==> src/rtl/dp_acc.sv <==
// rtl/dp_acc.sv - sequential FP32 accumulator for dot-product chunk results
module dp_acc #(
  parameter int          LEN_W = 16,
  parameter logic [31:0] CNAN  = 32'h7FC0_0000
) (
  input  logic             clk,
  input  logic             rst_n,
  input  logic             start,
  input  logic [LEN_W-1:0] len,
  input  logic             in_valid,
  output logic             in_ready,
  input  logic [31:0]      in_z,
  output logic             out_valid,
  input  logic             out_ready,
  output logic [31:0]      out_z,
  output logic             busy
);

  typedef enum logic [1:0] {
    S_IDLE = 2'd0,
    S_ACC  = 2'd1,
    S_DONE = 2'd2
  } state_t;

  state_t           r_state;
  logic [31:0]      r_acc;
  logic [LEN_W-1:0] r_cnt;
  logic [LEN_W-1:0] r_len_q;
  logic             r_in_ready;
  logic             r_out_valid;
  logic [31:0]      r_out_z;
  logic             r_busy;

  logic             w_hs;
  logic [LEN_W-1:0] w_cnt_nxt;
  logic [31:0]      w_sum;

  // Single-cycle binary32 add: FTZ inputs/outputs, RNE rounding, canonical NaN.
  function automatic logic [31:0] fadd(input logic [31:0] a, input logic [31:0] b);
    logic              sa, sb, sl, ss;
    logic [7:0]        ea, eb, el, es, d;
    logic [22:0]       fa, fb;
    logic [23:0]       ml, ms;
    logic [53:0]       w;
    logic [26:0]       al, as, m;
    logic [27:0]       sum;
    logic signed [9:0] e;
    logic [9:0]        lz;
    logic              found, inc;
    logic [24:0]       mr;
    logic [31:0]       r;
    sa = a[31]; ea = a[30:23]; fa = a[22:0];
    sb = b[31]; eb = b[30:23]; fb = b[22:0];
    sl = 1'b0; ss = 1'b0; el = 8'h0; es = 8'h0; ml = 24'h0; ms = 24'h0;
    d = 8'h0; w = 54'h0; al = 27'h0; as = 27'h0; m = 27'h0; sum = 28'h0;
    e = 10'sd0; lz = 10'd0; found = 1'b0; inc = 1'b0; mr = 25'h0;
    r = 32'h0;
    if ((ea == 8'hFF && fa != 23'h0) || (eb == 8'hFF && fb != 23'h0)) begin
      r = CNAN;
    end else if (ea == 8'hFF && eb == 8'hFF) begin
      r = (sa == sb) ? {sa, 8'hFF, 23'h0} : CNAN;
    end else if (ea == 8'hFF) begin
      r = {sa, 8'hFF, 23'h0};
    end else if (eb == 8'hFF) begin
      r = {sb, 8'hFF, 23'h0};
    end else if (ea == 8'h0 && eb == 8'h0) begin
      // Both zero (denormals count as zero): only -0 + -0 keeps the minus sign.
      r = {sa & sb, 31'h0};
    end else if (ea == 8'h0) begin
      r = b;
    end else if (eb == 8'h0) begin
      r = a;
    end else begin
      // Larger magnitude goes first so the magnitude subtraction never goes negative.
      if ({ea, fa} >= {eb, fb}) begin
        sl = sa; el = ea; ml = {1'b1, fa};
        ss = sb; es = eb; ms = {1'b1, fb};
      end else begin
        sl = sb; el = eb; ml = {1'b1, fb};
        ss = sa; es = ea; ms = {1'b1, fa};
      end
      d = el - es;
      if (d > 8'd27) d = 8'd27;
      // Top 27 bits are the aligned operand with guard/round; everything below folds into sticky.
      w  = {ms, 3'b000, 27'h0} >> d;
      al = {ml, 3'b000};
      as = {w[53:28], w[27] | (|w[26:0])};
      e  = $signed({2'b00, el});
      if (sl == ss) begin
        sum = {1'b0, al} + {1'b0, as};
        if (sum[27]) begin
          m = {sum[27:2], sum[1] | sum[0]};
          e = e + 10'sd1;
        end else begin
          m = sum[26:0];
        end
      end else begin
        sum = {1'b0, al} - {1'b0, as};
        m   = sum[26:0];
        for (int i = 26; i >= 0; i--) begin
          if (!found) begin
            if (m[i]) found = 1'b1;
            else      lz = lz + 10'd1;
          end
        end
        m = m << lz;
        e = e - $signed(lz);
      end
      if (sl != ss && sum == 28'h0) begin
        r = 32'h0;
      end else if (e <= 10'sd0) begin
        r = {sl, 31'h0};
      end else begin
        inc = m[2] & (m[1] | m[0] | m[3]);
        mr  = {1'b0, m[26:3]} + {24'h0, inc};
        if (mr[24]) begin
          e  = e + 10'sd1;
          mr = mr >> 1;
        end
        if (e >= 10'sd255) r = {sl, 8'hFF, 23'h0};
        else               r = {sl, e[7:0], mr[22:0]};
      end
    end
    return r;
  endfunction

  assign w_hs      = in_valid & r_in_ready;
  assign w_cnt_nxt = r_cnt + LEN_W'(1);
  assign w_sum     = fadd(r_acc, in_z);

  // Control FSM: IDLE -> ACC (collect len terms) -> DONE (hold result until taken).
  always_ff @(posedge clk or negedge rst_n) begin
    if (!rst_n) begin
      r_state     <= S_IDLE;
      r_acc       <= 32'h0;
      r_cnt       <= '0;
      r_len_q     <= '0;
      r_in_ready  <= 1'b0;
      r_out_valid <= 1'b0;
      r_out_z     <= 32'h0;
      r_busy      <= 1'b0;
    end else begin
      case (r_state)
        S_IDLE: begin
          if (start) begin
            r_acc  <= 32'h0;
            r_cnt  <= '0;
            r_busy <= 1'b1;
            if (len != '0) begin
              r_len_q    <= len;
              r_in_ready <= 1'b1;
              r_state    <= S_ACC;
            end else begin
              r_out_z     <= 32'h0;
              r_out_valid <= 1'b1;
              r_state     <= S_DONE;
            end
          end
        end
        S_ACC: begin
          if (w_hs) begin
            r_acc <= w_sum;
            r_cnt <= w_cnt_nxt;
            if (w_cnt_nxt == r_len_q) begin
              r_out_z     <= w_sum;
              r_out_valid <= 1'b1;
              r_in_ready  <= 1'b0;
              r_state     <= S_DONE;
            end
          end
        end
        S_DONE: begin
          if (out_ready) begin
            r_out_valid <= 1'b0;
            r_busy      <= 1'b0;
            r_state     <= S_IDLE;
          end
        end
        default: begin
          r_state     <= S_IDLE;
          r_in_ready  <= 1'b0;
          r_out_valid <= 1'b0;
          r_busy      <= 1'b0;
        end
      endcase
    end
  end

  assign in_ready  = r_in_ready;
  assign out_valid = r_out_valid;
  assign out_z     = r_out_z;
  assign busy      = r_busy;

endmodule

==> config.mk <==
export PLATFORM = sky130hd
export DESIGN_NAME = dp_acc
export DESIGN_NICKNAME = d
export VERILOG_FILES = /design/src/rtl/dp_acc.sv
export SDC_FILE = /design/constraint.sdc
export NUM_CORES = 1
export LEC_CHECK = 0
export BUFFER_PORTS_ARGS = -buffer_cell sky130_fd_sc_hd__buf_2
export CAP_MARGIN = 20
export CORE_MARGIN = 3
export CORE_UTILIZATION = 30
export CTS_CLUSTER_SIZE = 8
export DETAILED_ROUTE_END_ITERATION = 8
export GPL_ROUTABILITY_DRIVEN = 1
export PLACE_DENSITY_LB_ADDON = 0.1
export SYNTH_ARGS = -nofsm -noshare
export SYNTH_HDL_FRONTEND = slang
export SYNTH_SLANG_ARGS = --single-unit
==> constraint.sdc <==
create_clock -name clk -period 36 [get_ports clk]
set_clock_uncertainty 0.05 [all_clocks]
set_input_delay 7.2 -clock clk [delete_from_list [all_inputs] [get_ports clk]]
set_output_delay 7.2 -clock clk [all_outputs]
set_load 0.01 [all_outputs]
==> impl_metrics.toml, run 1 <==
[setup_path]
cpMostUsedCell = "ha_1"
crit_fanout = 11
crit_slowest_cell = "or4_2"
cp.arrival_ns = 34.52
end_kind = "register"
worstPathRequired_ns = 36.20
worstSetupStartpointType = "primary input"
critical_path_class = "primary input to register"
cpPeakStageDelay_ns = 0.78

[timing]
slew_headroom_pct = 25.2
finalCritPeriodShare_pct = 95.3
maxSlewViolCount = 0
setup_viol = 0
worst_pin_slew_ns = 1.12
min_period_ns = 34.31
hold_viol = 0
fin_ws_ns = 1.69
clock.fmax_mhz = 29.1

[placement]
place_congestion = 0.959
dp_slack_ns = -0.197
post-dp-hpwl_mm = 77.8
portBuffers = 87

[synthesis]
yosys-mux-area-fraction_pct = 4.30
ys_seq_elements = 101
postSynthAreaPerCell_um2 = 6.94
synth-xor-area-share_pct = 9.52
synth_fp_nets = 3249
ys_warn_count = 0
synthSimpleGateAreaFrac_pct = 28.3
synth_fa_ha_area_share_pct = 7.34
synth_seq_area_share_pct = 11.8
synth_cell_types = 131
synth_cells = 3076
synth_top_family_by_area = "compound AO/OA/AOI/OAI gates"
synth-compound-area-share_pct = 32.9
async_flop_share_pct = 100
synth_edf_count = 0
synth_area_um2 = 21400
synth_ff_type = "dfrtp_1"

[clock_tree]
cts_tree = "built"
clkLatencyLatePin_ns = 0.37
clk_pin_slew_ns = 0.08
clk_path_buf_depth = 2
cts_root_buffer = "clkbuf_16"
ctsHoldBuffers = 0
cts_sinks = 101
cts-buffers-inserted = 9
htreeDepth = 3

[global_routing]
grt-busiest-layer = "met2"
grt_pass1_vias = 23000
use_met1_pct = 34.7
grt_use_met3_pct = 1.73
grt_pass1_wl_mm = 146
grt_max_degree = 66
grtUsageTotal_pct = 24.9
grt_antenna_before_repair = 0
met2_usage_pct = 41.6
grt_overflow = 0

[drt]
antenna_left = 0
drt_wl_total_mm = 96.6
dr.first_iter.drc_count = 2319
drc = 0
avgRoutedWirePerCell_um = 23.8
viasPerCell = 5.98
num_vias = 24200
dr.pass1.iters = 6

[cells_and_area]
diodes = 0
area_growth_pct = 11.9
fillers = 7705
drive_gt1_share_pct = 13.6
final_nets = 3280
final_cell_mix = "nand2_1 (354), nor2_1 (319), a21oi_1 (238), o21ai_0 (201), inv_1 (125)"
layout_commonest_cell = "nand2_1"

[floorplanning]
die-area_um2 = 74400
start_util_pct = 30.4
io_pins = 88
die_w_um = 273
die_h_um = 273
rows = 97
core_um2 = 70300

[outcome]
outcome = "complete, no violations"

[job]
cap_violations = 0

[min_path]
hp-class = "register to register"
final timing paths:
path,endpoint,startpoint,cells past startpoint,slack (ns)
min reg2reg,out_z[11],out_z[11],2,0.44
min,out_z[11],out_z[11],2,0.44
max,out_z[21],in_z[6],139,1.69
max in group asynchronous,r_cnt[10],rst_n,2,27.92
max reg2reg,out_z[21],r_acc[26],136,8.14
min in group asynchronous,out_z[31],rst_n,1,6.76
timing repair:
action / in CTS / in global routing
resized for setup: 0 / 84
endpoints found under the setup margin: 0 / 62
buffers inserted: 0 / 11
stage by stage:
stage                     TNS (ns)  util (%)  std cells  instance area [um^2]  hold slack, ns
after floorplan                  0         -       3076                 21400           0.419
after global placement           0      32.8       4022                 23000           0.415
after detailed placement     -1.62      32.8       4024                 23100           0.413
after CTS                        0      33.3       4040                 23400           0.438
after global routing         -1.39      34.0       4052                 23900           0.469
final                            0      34.0       4052                 23900           0.437
synthesized netlist by cell type, types with 17 or more instances:
cell type,number,area [um^2]
a21o_1,61,458
or3_1,34,213
dfrtp_1,101,2530
nand3_1,91,455
a31oi_1,31,194
a22oi_1,20,150
o21a_1,27,203
a21oi_1,246,1230
inv_1,127,477
mux2_2,35,394
o22ai_1,20,125
nor3_1,90,450
o21ai_1,24,120
nor4_1,44,275
nor2b_1,22,138
o211ai_1,37,278
mux2i_1,40,400
o21bai_1,29,218
nor2_1,323,1210
and2_1,35,219
buf_1,17,63.8
buf_2,18,90.1
nand2b_1,36,225
a22o_1,31,272
nand2_1,356,1340
o31ai_1,24,180
xnor2_1,115,1010
and3_1,53,332
xor2_1,58,508
o21ai_0,207,1040
ha_1,118,1480
clkbuf_1,135,507
nand4_1,43,269
a211oi_1,39,293
or2_2,17,106
registers in the layout, indices dropped and copies added, names as in the netlist:
register and cells:
out_valid 1, r_acc 32, r_cnt 16, in_ready 1, r_state 2, out_z 32, r_len_q 16, busy 1
routing by layer:
layer  share of wire, %  routed length (um)
met1                 46               44700
met2                 47               45100
met3                4.4                4270
met4                2.6                2520
met5                  0                   0
cell type report:
type / instances / area [um^2] / area share, %
Clock inverter: 7 / 104 / 0.435
Inverter: 133 / 503 / 2.10
Timing Repair Buffer: 197 / 1270 / 5.34
Tap cell: 940 / 1180 / 4.92
Clock buffer: 9 / 225 / 0.943
Multi-Input combinational cell: 2665 / 18100 / 75.7
Sequential cell: 101 / 2530 / 10.6
critical path, delay by kind of cell:
| family | cells | cell delay (ns) |
|---|---|---|
| AO/OA/AOI/OAI | 51 | 9.41 |
| adder cells (fa/ha/maj) | 28 | 8.03 |
| AND/OR/NAND/NOR | 41 | 6.74 |
| multiplexers | 11 | 2.13 |
| buffers and inverters | 8 | 0.96 |
logic make-up (layout without fill, tap and decap cells):
group | after synthesis | in the layout
XOR/XNOR | 196 | 196
AO/OA/AOI/OAI | 1028 | 1028
flip-flops | 101 | 101
buffers and inverters | 311 | 346
multiplexers | 81 | 81
adder cells (fa/ha/maj) | 125 | 125
AND/OR/NAND/NOR | 1234 | 1235
Power of run 1 is not shown: default switching activity piles up to over one toggle a cycle in this logic, so the estimate is an artifact.
==> run 2, diff against run 1 <==
==> constraint.sdc (replaced) <==
create_clock -name clk -period 36 [get_ports clk]
set_clock_uncertainty 0.05 [all_clocks]
set_input_delay 1.8 -clock clk [delete_from_list [all_inputs] [get_ports clk]]
set_output_delay 1.8 -clock clk [all_outputs]
set_load 0.01 [all_outputs]
==> run 2 against run 1 <==
Net effect: non-clock buffer count shrank 59; utilization shrank 1.3 points; clock-buffer cell count grew 1; global-route usage shrank 0.52 points; first-iteration DRC count shrank 18%; worst hold slack lost 0.0063 ns; final area shrank 3.7%; via count shrank 0.67%; sequential share of layout area grew 0.41 points; cell count shrank 1.5%; largest cell class unchanged.
==> impl_metrics.toml, run 2 (synthesized netlist as in run 1, its figures left out) <==
[outcome]
outcome = "complete, no violations"

[timing]
hold_viol = 0
maxSlewViolCount = 0
min_period_ns = 33.01
finalCritPeriodShare_pct = 91.7
slew_headroom_pct = 26.8
rsz0062_at_grt = "false"
tns_ns = 0
worst_pin_slew_ns = 1.10
fin_ws_ns = 2.99
setup_viol = 0
clock.fmax_mhz = 30.3

[setup_path]
worstPathRequired_ns = 36.19
cp.arrival_ns = 33.20
cpPeakStageDelay_ns = 1.06
end_kind = "register"
worstSetupStartpointType = "primary input"
crit_fanout = 46
crit_slowest_cell = "a2111oi_4"
critical_path_class = "primary input to register"
cpMostUsedCell = "ha_1"

[cells_and_area]
utilization_pct = 32.7
seqCellArea_um2 = 2530
area_growth_pct = 7.73
diodes = 0
drive_gt1_share_pct = 9.99
layout_commonest_cell = "nand2_1"
final_area_um2 = 23000
final_nets = 3220
fillers = 7696
multi_input_area_um2 = 17700
final_cell_mix = "nand2_1 (355), nor2_1 (320), a21oi_1 (246), o21ai_0 (206), inv_1 (127)"

[clock_tree]
cts_root_buffer = "clkbuf_16"
post_cts.repair.setup_buffers = 0
cts_tree = "built"
ctsHoldBuffers = 0
cts-buffers-inserted = 9
ctsResizeCount = 0
htreeDepth = 3
cts_sinks = 101
clk_path_buf_depth = 2
clkLatencyLatePin_ns = 0.35
clk_pin_slew_ns = 0.08

[placement]
place_area_um2 = 22700
dp_slack_ns = 3.11
portBuffers = 87
place_congestion = 0.938
post-dp-hpwl_mm = 76.0

[drt]
dr.first_iter.drc_count = 1899
viasPerCell = 6.03
dr.pass1.iters = 6
drt_wl_total_mm = 94.6
antenna_left = 0
avgRoutedWirePerCell_um = 23.7
drc = 0
num_vias = 24100

[global_routing]
grt_pass1_wl_mm = 143
grt_max_degree = 66
grt_antenna_before_repair = 1
grtUsageTotal_pct = 24.3
grt_pass1_vias = 22600
grt_overflow = 0

[floorplanning]
start_util_pct = 30.4
rows = 97
io_pins = 88
die_w_um = 273
core_um2 = 70300
die-area_um2 = 74400
die_h_um = 273

[min_path]
hp-class = "register to register"

[job]
cap_violations = 0
run 2: final timing paths:
kind                       startpoint        end  slack (ns)  cells after the start
hold / removal              out_z[14]  out_z[14]        0.43                      2
setup reg to reg            r_acc[23]  out_z[13]        4.02                    129
max in group asynchronous       rst_n  r_acc[16]       33.29                      2
setup / recovery             in_z[23]  out_z[13]        2.99                    131
hold reg to reg             out_z[14]  out_z[14]        0.43                      2
min in group asynchronous       rst_n  out_z[31]        1.39                      1
run 2: layout make-up:
cell class                      instances  share of cell area (%)
Multi-Input combinational cell       2664                    76.8
Sequential cell                       101                    11.0
Tap cell                              940                    5.11
Timing Repair Buffer                  138                    3.60
Inverter                              133                    2.17
Clock buffer                           10                    1.04
Clock inverter                          6                   0.277
run 2: routing by layer:
layer  vias to the layer above  GRT usage, %  part of all wire (%)
li1                      11400             -                     -
met1                     11800          34.3                    47
met2                       844          40.8                    47
met3                        91          1.77                   4.5
met4                         2          4.59                   1.9
met5                         -             0                 0.014
run 2: per-stage QoR:
step,hold WS [ns],cells
floorplan,0.419,3076
global placement,0.420,3974
detailed placement,0.415,3976
CTS,0.438,3992
global route,0.471,3992
finish,0.431,3992
run 2: worst max-delay path: cells and delay by family:
kind | cells | cell delay, ns
adders and majority gates | 27 | 7.75
muxes | 10 | 2.08
AOI/OAI and AO/OA | 44 | 11.12
xor gates and xnor gates | 1 | 0.58
buffers and inverters | 10 | 1.83
and+or+nand+nor | 39 | 7.97
Power of run 2 is left out for the same reason.
